==> src/rtl/pingpong_frame_scheduler.sv <==
// Frame scheduler: round-robin whole-frame arbitration between two ping-pong payload sources,
// followed by META_LEN metadata beats and a frame-counter beat carrying tlast.
module pingpong_frame_scheduler #(
   parameter int unsigned DW       = 128,
   parameter int unsigned CNT_W    = 32,
   parameter int unsigned META_LEN = 1
) (
   input  logic             clk,
   input  logic             resetn,
   input  logic             enable,
   input  logic             cfg_load,
   input  logic [31:0]      cfg_frame_size,
   input  logic [15:0]      cfg_packet_size,
   output logic             cfg_err,
   input  logic [DW-1:0]    s0_tdata,
   input  logic             s0_tvalid,
   output logic             s0_tready,
   input  logic [DW-1:0]    s1_tdata,
   input  logic             s1_tvalid,
   output logic             s1_tready,
   input  logic [DW-1:0]    sm_tdata,
   input  logic             sm_tvalid,
   output logic             sm_tready,
   output logic [DW-1:0]    m_tdata,
   output logic             m_tvalid,
   input  logic             m_tready,
   output logic             m_tlast,
   output logic [DW/8-1:0]  m_tkeep,
   output logic [CNT_W-1:0] frame_count,
   output logic             busy
);

   localparam int unsigned KW        = DW / 8;
   localparam int unsigned FS_W      = 32;
   localparam int unsigned PS_W      = 16;
   localparam int unsigned BEAT_W    = 32;
   localparam int unsigned DIV_STEPS = 32;
   localparam int unsigned DCNT_W    = 5;
   localparam int unsigned META_W    = (META_LEN > 1) ? $clog2(META_LEN) : 1;

   typedef enum logic [2:0] {
      IDLE     = 3'd0,
      CALC     = 3'd1,
      WAIT_SRC = 3'd2,
      DATA     = 3'd3,
      META     = 3'd4,
      COUNT    = 3'd5
   } state_t;

   state_t              state, state_nxt;
   logic [PS_W-1:0]     packet_size_q;
   logic [FS_W-1:0]     div_q;
   logic [PS_W-1:0]     rem_q;
   logic [DCNT_W-1:0]   div_cnt;
   logic [BEAT_W-1:0]   nwords;
   logic [BEAT_W-1:0]   beat_cnt;
   logic [META_W-1:0]   meta_cnt;
   logic                grant, last_grant;

   logic                m_hs_c;
   logic                grant_nxt_c;
   logic                div_last_c;
   logic                data_last_c;
   logic                meta_last_c;
   logic [PS_W:0]       rem_shift_c;
   logic                rem_ge_c;
   logic [PS_W-1:0]     rem_nxt_c;
   logic [FS_W-1:0]     quo_nxt_c;

   // One restoring-division step: shift in the next dividend bit, subtract if it fits.
   assign rem_shift_c = {rem_q, div_q[FS_W-1]};
   assign rem_ge_c    = (rem_shift_c >= {1'b0, packet_size_q});
   assign rem_nxt_c   = rem_ge_c ? PS_W'(rem_shift_c - {1'b0, packet_size_q}) : rem_shift_c[PS_W-1:0];
   assign quo_nxt_c   = {div_q[FS_W-2:0], rem_ge_c};
   assign div_last_c  = (div_cnt == DCNT_W'(DIV_STEPS - 1));

   assign grant_nxt_c = (s0_tvalid && s1_tvalid) ? ~last_grant : s1_tvalid;
   assign m_hs_c      = m_tvalid && m_tready;
   assign data_last_c = (beat_cnt == nwords - BEAT_W'(1));
   assign meta_last_c = (meta_cnt == META_W'(META_LEN - 1));

   assign m_tkeep = m_tvalid ? {KW{1'b1}} : '0;
   assign busy    = (state != IDLE);

   always_ff @(posedge clk or negedge resetn) begin
      if (!resetn) state <= IDLE;
      else         state <= state_nxt;
   end

   // Next state and stream steering; payload paths are combinational for zero-latency pass-through.
   always_comb begin
      state_nxt = state;
      m_tdata   = '0;
      m_tvalid  = 1'b0;
      m_tlast   = 1'b0;
      s0_tready = 1'b0;
      s1_tready = 1'b0;
      sm_tready = 1'b0;
      case (state)
         IDLE: begin
            if (cfg_load)                                   state_nxt = CALC;
            else if (enable && (nwords != '0) && !cfg_err)  state_nxt = WAIT_SRC;
         end
         CALC: begin
            if ((packet_size_q == '0) || div_last_c) state_nxt = IDLE;
         end
         WAIT_SRC: begin
            if (!enable)                     state_nxt = IDLE;
            else if (s0_tvalid || s1_tvalid) state_nxt = DATA;
         end
         DATA: begin
            if (grant) begin
               m_tdata   = s1_tdata;
               m_tvalid  = s1_tvalid;
               s1_tready = m_tready;
            end else begin
               m_tdata   = s0_tdata;
               m_tvalid  = s0_tvalid;
               s0_tready = m_tready;
            end
            if (m_tvalid && m_tready && data_last_c) state_nxt = META;
         end
         META: begin
            m_tdata   = sm_tdata;
            m_tvalid  = sm_tvalid;
            sm_tready = m_tready;
            if (m_tvalid && m_tready && meta_last_c) state_nxt = COUNT;
         end
         COUNT: begin
            m_tdata  = DW'(frame_count);
            m_tvalid = 1'b1;
            m_tlast  = 1'b1;
            if (m_tready) state_nxt = enable ? WAIT_SRC : IDLE;
         end
         default: state_nxt = IDLE;
      endcase
   end

   // Config latch, divider, arbitration bookkeeping and frame counter.
   always_ff @(posedge clk or negedge resetn) begin
      if (!resetn) begin
         packet_size_q <= '0;
         div_q         <= '0;
         rem_q         <= '0;
         div_cnt       <= '0;
         nwords        <= '0;
         cfg_err       <= 1'b0;
         beat_cnt      <= '0;
         meta_cnt      <= '0;
         grant         <= 1'b0;
         last_grant    <= 1'b1;
         frame_count   <= '0;
      end else begin
         case (state)
            IDLE: begin
               if (cfg_load) begin
                  packet_size_q <= cfg_packet_size;
                  div_q         <= cfg_frame_size;
                  rem_q         <= '0;
                  div_cnt       <= '0;
               end
            end
            CALC: begin
               if (packet_size_q == '0) begin
                  cfg_err <= 1'b1;
                  nwords  <= '0;
               end else begin
                  div_q   <= quo_nxt_c;
                  rem_q   <= rem_nxt_c;
                  div_cnt <= div_cnt + DCNT_W'(1);
                  if (div_last_c) begin
                     nwords  <= quo_nxt_c;
                     cfg_err <= (quo_nxt_c == '0);
                  end
               end
            end
            WAIT_SRC: begin
               if (enable && (s0_tvalid || s1_tvalid)) begin
                  grant    <= grant_nxt_c;
                  beat_cnt <= '0;
                  meta_cnt <= '0;
               end
            end
            DATA: begin
               if (m_hs_c) begin
                  beat_cnt <= beat_cnt + BEAT_W'(1);
                  if (data_last_c) last_grant <= grant;
               end
            end
            META: begin
               if (m_hs_c) meta_cnt <= meta_cnt + META_W'(1);
            end
            COUNT: begin
               if (m_tready) frame_count <= frame_count + CNT_W'(1);
            end
            default: ;
         endcase
      end
   end

endmodule

==> config.mk <==
export PLATFORM = sky130hd
export DESIGN_NAME = pingpong_frame_scheduler
export DESIGN_NICKNAME = d
export VERILOG_FILES = /design/src/rtl/pingpong_frame_scheduler.sv
export SDC_FILE = /design/constraint.sdc
export NUM_CORES = 1
export LEC_CHECK = 0
export CAP_MARGIN = 20
export CORE_AREA = 10 10 234 236
export CTS_BUF_LIST = sky130_fd_sc_hd__clkbuf_4 sky130_fd_sc_hd__clkbuf_8
export DETAILED_ROUTE_END_ITERATION = 8
export DIE_AREA = 0 0 244 246
export PLACE_DENSITY = 0.61
export SLEW_MARGIN = 5
export SYNTH_ARGS = -nofsm -noshare
export SYNTH_HDL_FRONTEND = slang
export SYNTH_SLANG_ARGS = --single-unit
==> constraint.sdc <==
create_clock -name clk -period 3.05 [get_ports clk]
set_input_delay 0.305 -clock clk [delete_from_list [all_inputs] [get_ports clk]]
set_output_delay 0.305 -clock clk [all_outputs]
set_load 0.02 [all_outputs]
==> results.cfg <==
[cells_and_area]
nNetsFinal = 2564
regArea_sq_um = 4310
multiInputGateArea_sq_um = 7690
mostFrequentLayoutCell = clkdlybuf4s50_1
area_delta_synth_final_pct = 64.0
drive_above_1_share_pct = 8.23
fillerInstances = 5062
layoutNonFillerInstCount = 2802
final_cell_mix = clkdlybuf4s50_1 (514), nand2_1 (267), o21ai_0 (169)

[grt]
antenna_found_initial = 41
grt_pass1_vias = 14000
grt_pass1_wl_um = 110000
grt_max_degree = 87
grt.total_usage_pct = 25.5
grt_overflow = 0

[route]
dr.pass1.iters = 5
vias = 14200
drtAntennaViolNets = 0
drtIter0Drc = 1010
drc = 0
wl_per_cell_um = 28.6
vias_per_cell = 5.08
totalWireLength_um = 80000

[timing]
setup-violations-final = 0
fmax_ghz = 0.331
skew_ns = 0.0122
drv_slew = 0
worst_slew_pin_slew_ns = 0.823
final-hold-violation-count = 0
hold_slack_ns = 0.365
layout_min_cycle_time_ns = 3.02
rsz0062_at_grt = true
finalCritPeriodShare_pct = 99.1
max_slew_margin_pct = 45.2

[synthesis]
synthSimpleGateAreaFrac_pct = 21.2
yosysSeqAreaShare_pct = 34.5
syn_inst = 1489
muxShareOfSynthArea_pct = 10.9
syn-cell-area_sq_um = 12500
synth_top_family_by_area = simple AND/OR/NAND/NOR gates
synth_enable_flop_cells = 0
avgSynthCellArea_sq_um = 8.37
synthArstFlopShare_pct = 100
ys_ff_latch = 172
synthFlopType = dfrtp_1
ys_warn_count = 0
synth_compound_area_share_pct = 18.5
synth-xor-area-share_pct = 7.52
synth_fa_ha_area_share_pct = 2.27
yosysUniqueCellTypes = 76
syn_nets = 1951

[flow_run]
max_cap_viol_count = 0

[critical_path]
critical_path.startpoint = nwords[3]
crit_path_end_kind = flop
slowest_delay_ns = 0.59
start_kind = flop
path_cells = or4_4 -> nor4b_4 -> o2111ai_2 -> nand2_1 -> o2111ai_2 -> or4_4 -> nor4_4 -> mux2_1
critPathRequiredTime_ns = 3.47
reg2reg_from = nwords[3]
path_class = flop to flop
critPathMaxFanout = 4
slowest_stage = or4_4
cp_data_arrival_time_ns = 3.44

[power_and_ir_drop]
p_clk_share_pct = 12.6
seq_power_share_pct = 24.5
p_leak_nw = 9.34
combPwrFrac_pct = 62.9
power_switching_w = 0.00622
irDropWorstVdd_mv = 0.347
p_per_area_nw_per_um2 = 653
internal_power_w = 0.00713
netSwitchingFraction_pct = 46.6

[cts]
cts_tree = built
cts_buffers = 17
clk_pin_slew_ns = 0.10
clock_latency_ns = 0.49
htreeDepth = 4
cts_buffer_depth = 2
cts.sinks = 172
cts_root_buf = clkbuf_8

[worst_hold_path]
min_path_type = input pin to flop
min-delay-start = cfg_packet_size[2]

[place]
port-buffer-count = 622
dpl.hpwl_um = 68100
gp_congestion = 1.03
dp_cells = 2748

[die]
initial_core_util_pct = 25.0
fp.dieH_um = 246
io_pins = 623
core_area_sq_um = 49900
fp-row-count = 82
die_area_sq_um = 60000
fp.dieW_um = 244

[run_status]
status = finished clean
[power by group through the flow]
stage | combinational (W) | sequential, W | clock, W
floorplan | 0.00508 | 0.00311 | 0
global placement | 0.00836 | 0.00328 | 0
detailed placement | 0.00846 | 0.00330 | 0
CTS | 0.00834 | 0.00326 | 0.00172
global route | 0.00909 | 0.00335 | 0.00181
finish | 0.00840 | 0.00327 | 0.00168
[metrics by stage]
| step | utilization [%] | setup TNS (ns) | power (W) | instance area [sq um] | setup slack [ns] |
|---|---|---|---|---|---|
| 3_5_place_dp | 39.7 | -0.00897 | 0.0118 | 19800 | -0.00897 |
| 3_3_place_gp | 39.7 | 0 | 0.0116 | 19800 | 0.0848 |
| 2_1_floorplan | - | 0 | 0.00819 | 12500 | 0.0308 |
| 4_1_cts | 40.5 | 0 | 0.0133 | 20200 | 0.00732 |
| 5_1_grt | 41.0 | -0.291 | 0.0143 | 20400 | -0.156 |
| 6_report | 41.0 | 0 | 0.0133 | 20400 | 0.0287 |
[worst max-delay path, delay by kind of cell (launching register included)]
| kind | cells | cell delay, ns |
|---|---|---|
| AOI/OAI and AO/OA | 2 | 0.31 |
| muxes | 1 | 0.34 |
| DFF | 1 | 0.43 |
| and+or+nand+nor | 5 | 1.87 |
[area by class of cell]
type	count	share of cell area (%)
repair buffers	704	34.4
flip-flops and latches	172	21.1
clock buffers	17	1.14
multi-input cells	1174	37.6
clock inverters	15	0.857
inverters	33	0.606
diodes	15	0.184
well taps	672	4.11
[logic make-up (layout without fill, tap and decap cells)]
family | count (synthesis) | after routing
and+or+nand+nor | 551 | 551
AOI/OAI and AO/OA | 359 | 359
DFF | 172 | 172
buffers and inverters | 143 | 769
muxes | 135 | 135
xor gates and xnor gates | 107 | 107
adders and majority gates | 22 | 22
other | 0 | 15
[final timing paths]
| check | slack [ns] | end | depth (start not counted) |
|---|---|---|---|
| worst min register to register | 0.52 | div_cnt[4] | 2 |
| max in group asynchronous | 1.82 | rem_q[12] | 3 |
| worst min-delay path | 0.36 | packet_size_q[2] | 3 |
| worst max register to register | 0.03 | last_grant | 8 |
| min in group asynchronous | 0.43 | div_q[26] | 2 |
| worst max-delay path | 0.03 | last_grant | 8 |
[synth_stat cells (4+ instances only)]
cell,instances,area (sq um)
a211oi_1,5,37.5
nor2b_1,8,50.1
o21a_1,4,30.0
o31ai_1,4,30.0
dfrtp_1,171,4280
clkbuf_1,81,304
xnor2_1,51,447
o211ai_1,6,45.0
and3_1,22,138
inv_1,33,124
o2111ai_1,4,35.0
and4_1,4,35.0
or3_1,11,68.8
ha_1,21,263
a22o_1,63,552
nor4_1,20,125
nand2b_1,5,31.3
nand4_1,21,131
and2_1,8,50.1
nor3_1,26,130
buf_4,17,128
xor2_1,56,490
o21ai_0,172,861
or4_1,4,30.0
or4_4,4,45.0
nor2_1,70,263
o311ai_0,11,96.3
a22oi_1,31,233
nand2_1,269,1010
a31oi_1,6,37.5
a21oi_1,30,150
nand3_1,51,255
buf_1,7,26.3
mux2i_1,132,1320
[timing repair]
action	4_1_cts	5_1_grt
pin swaps	4	5
endpoints found under the setup margin	139	27
hold buffers	1	0
endpoints found under the hold margin	83	0
setup buffers	4	0
cloned	1	0
resized for setup	86	41
[state kept, by name, indices dropped and copies added (netlist names), 3 cells and up]
signal / count
beat_cnt: 32
nwords: 32
rem_q: 16
div_q: 32
div_cnt: 5
frame_count: 32
packet_size_q: 16
state: 3
[per-layer routing]
layer | share of wire, % | routed length, um | global-route usage (%)
met1 | 42 | 33600 | 31.7
met2 | 50 | 39700 | 44.4
met3 | 6.0 | 4770 | 5.35
met4 | 2.3 | 1880 | 5.61
met5 | 0.071 | 57 | 0
No activity file was read; power rests on OpenSTA's default activity.
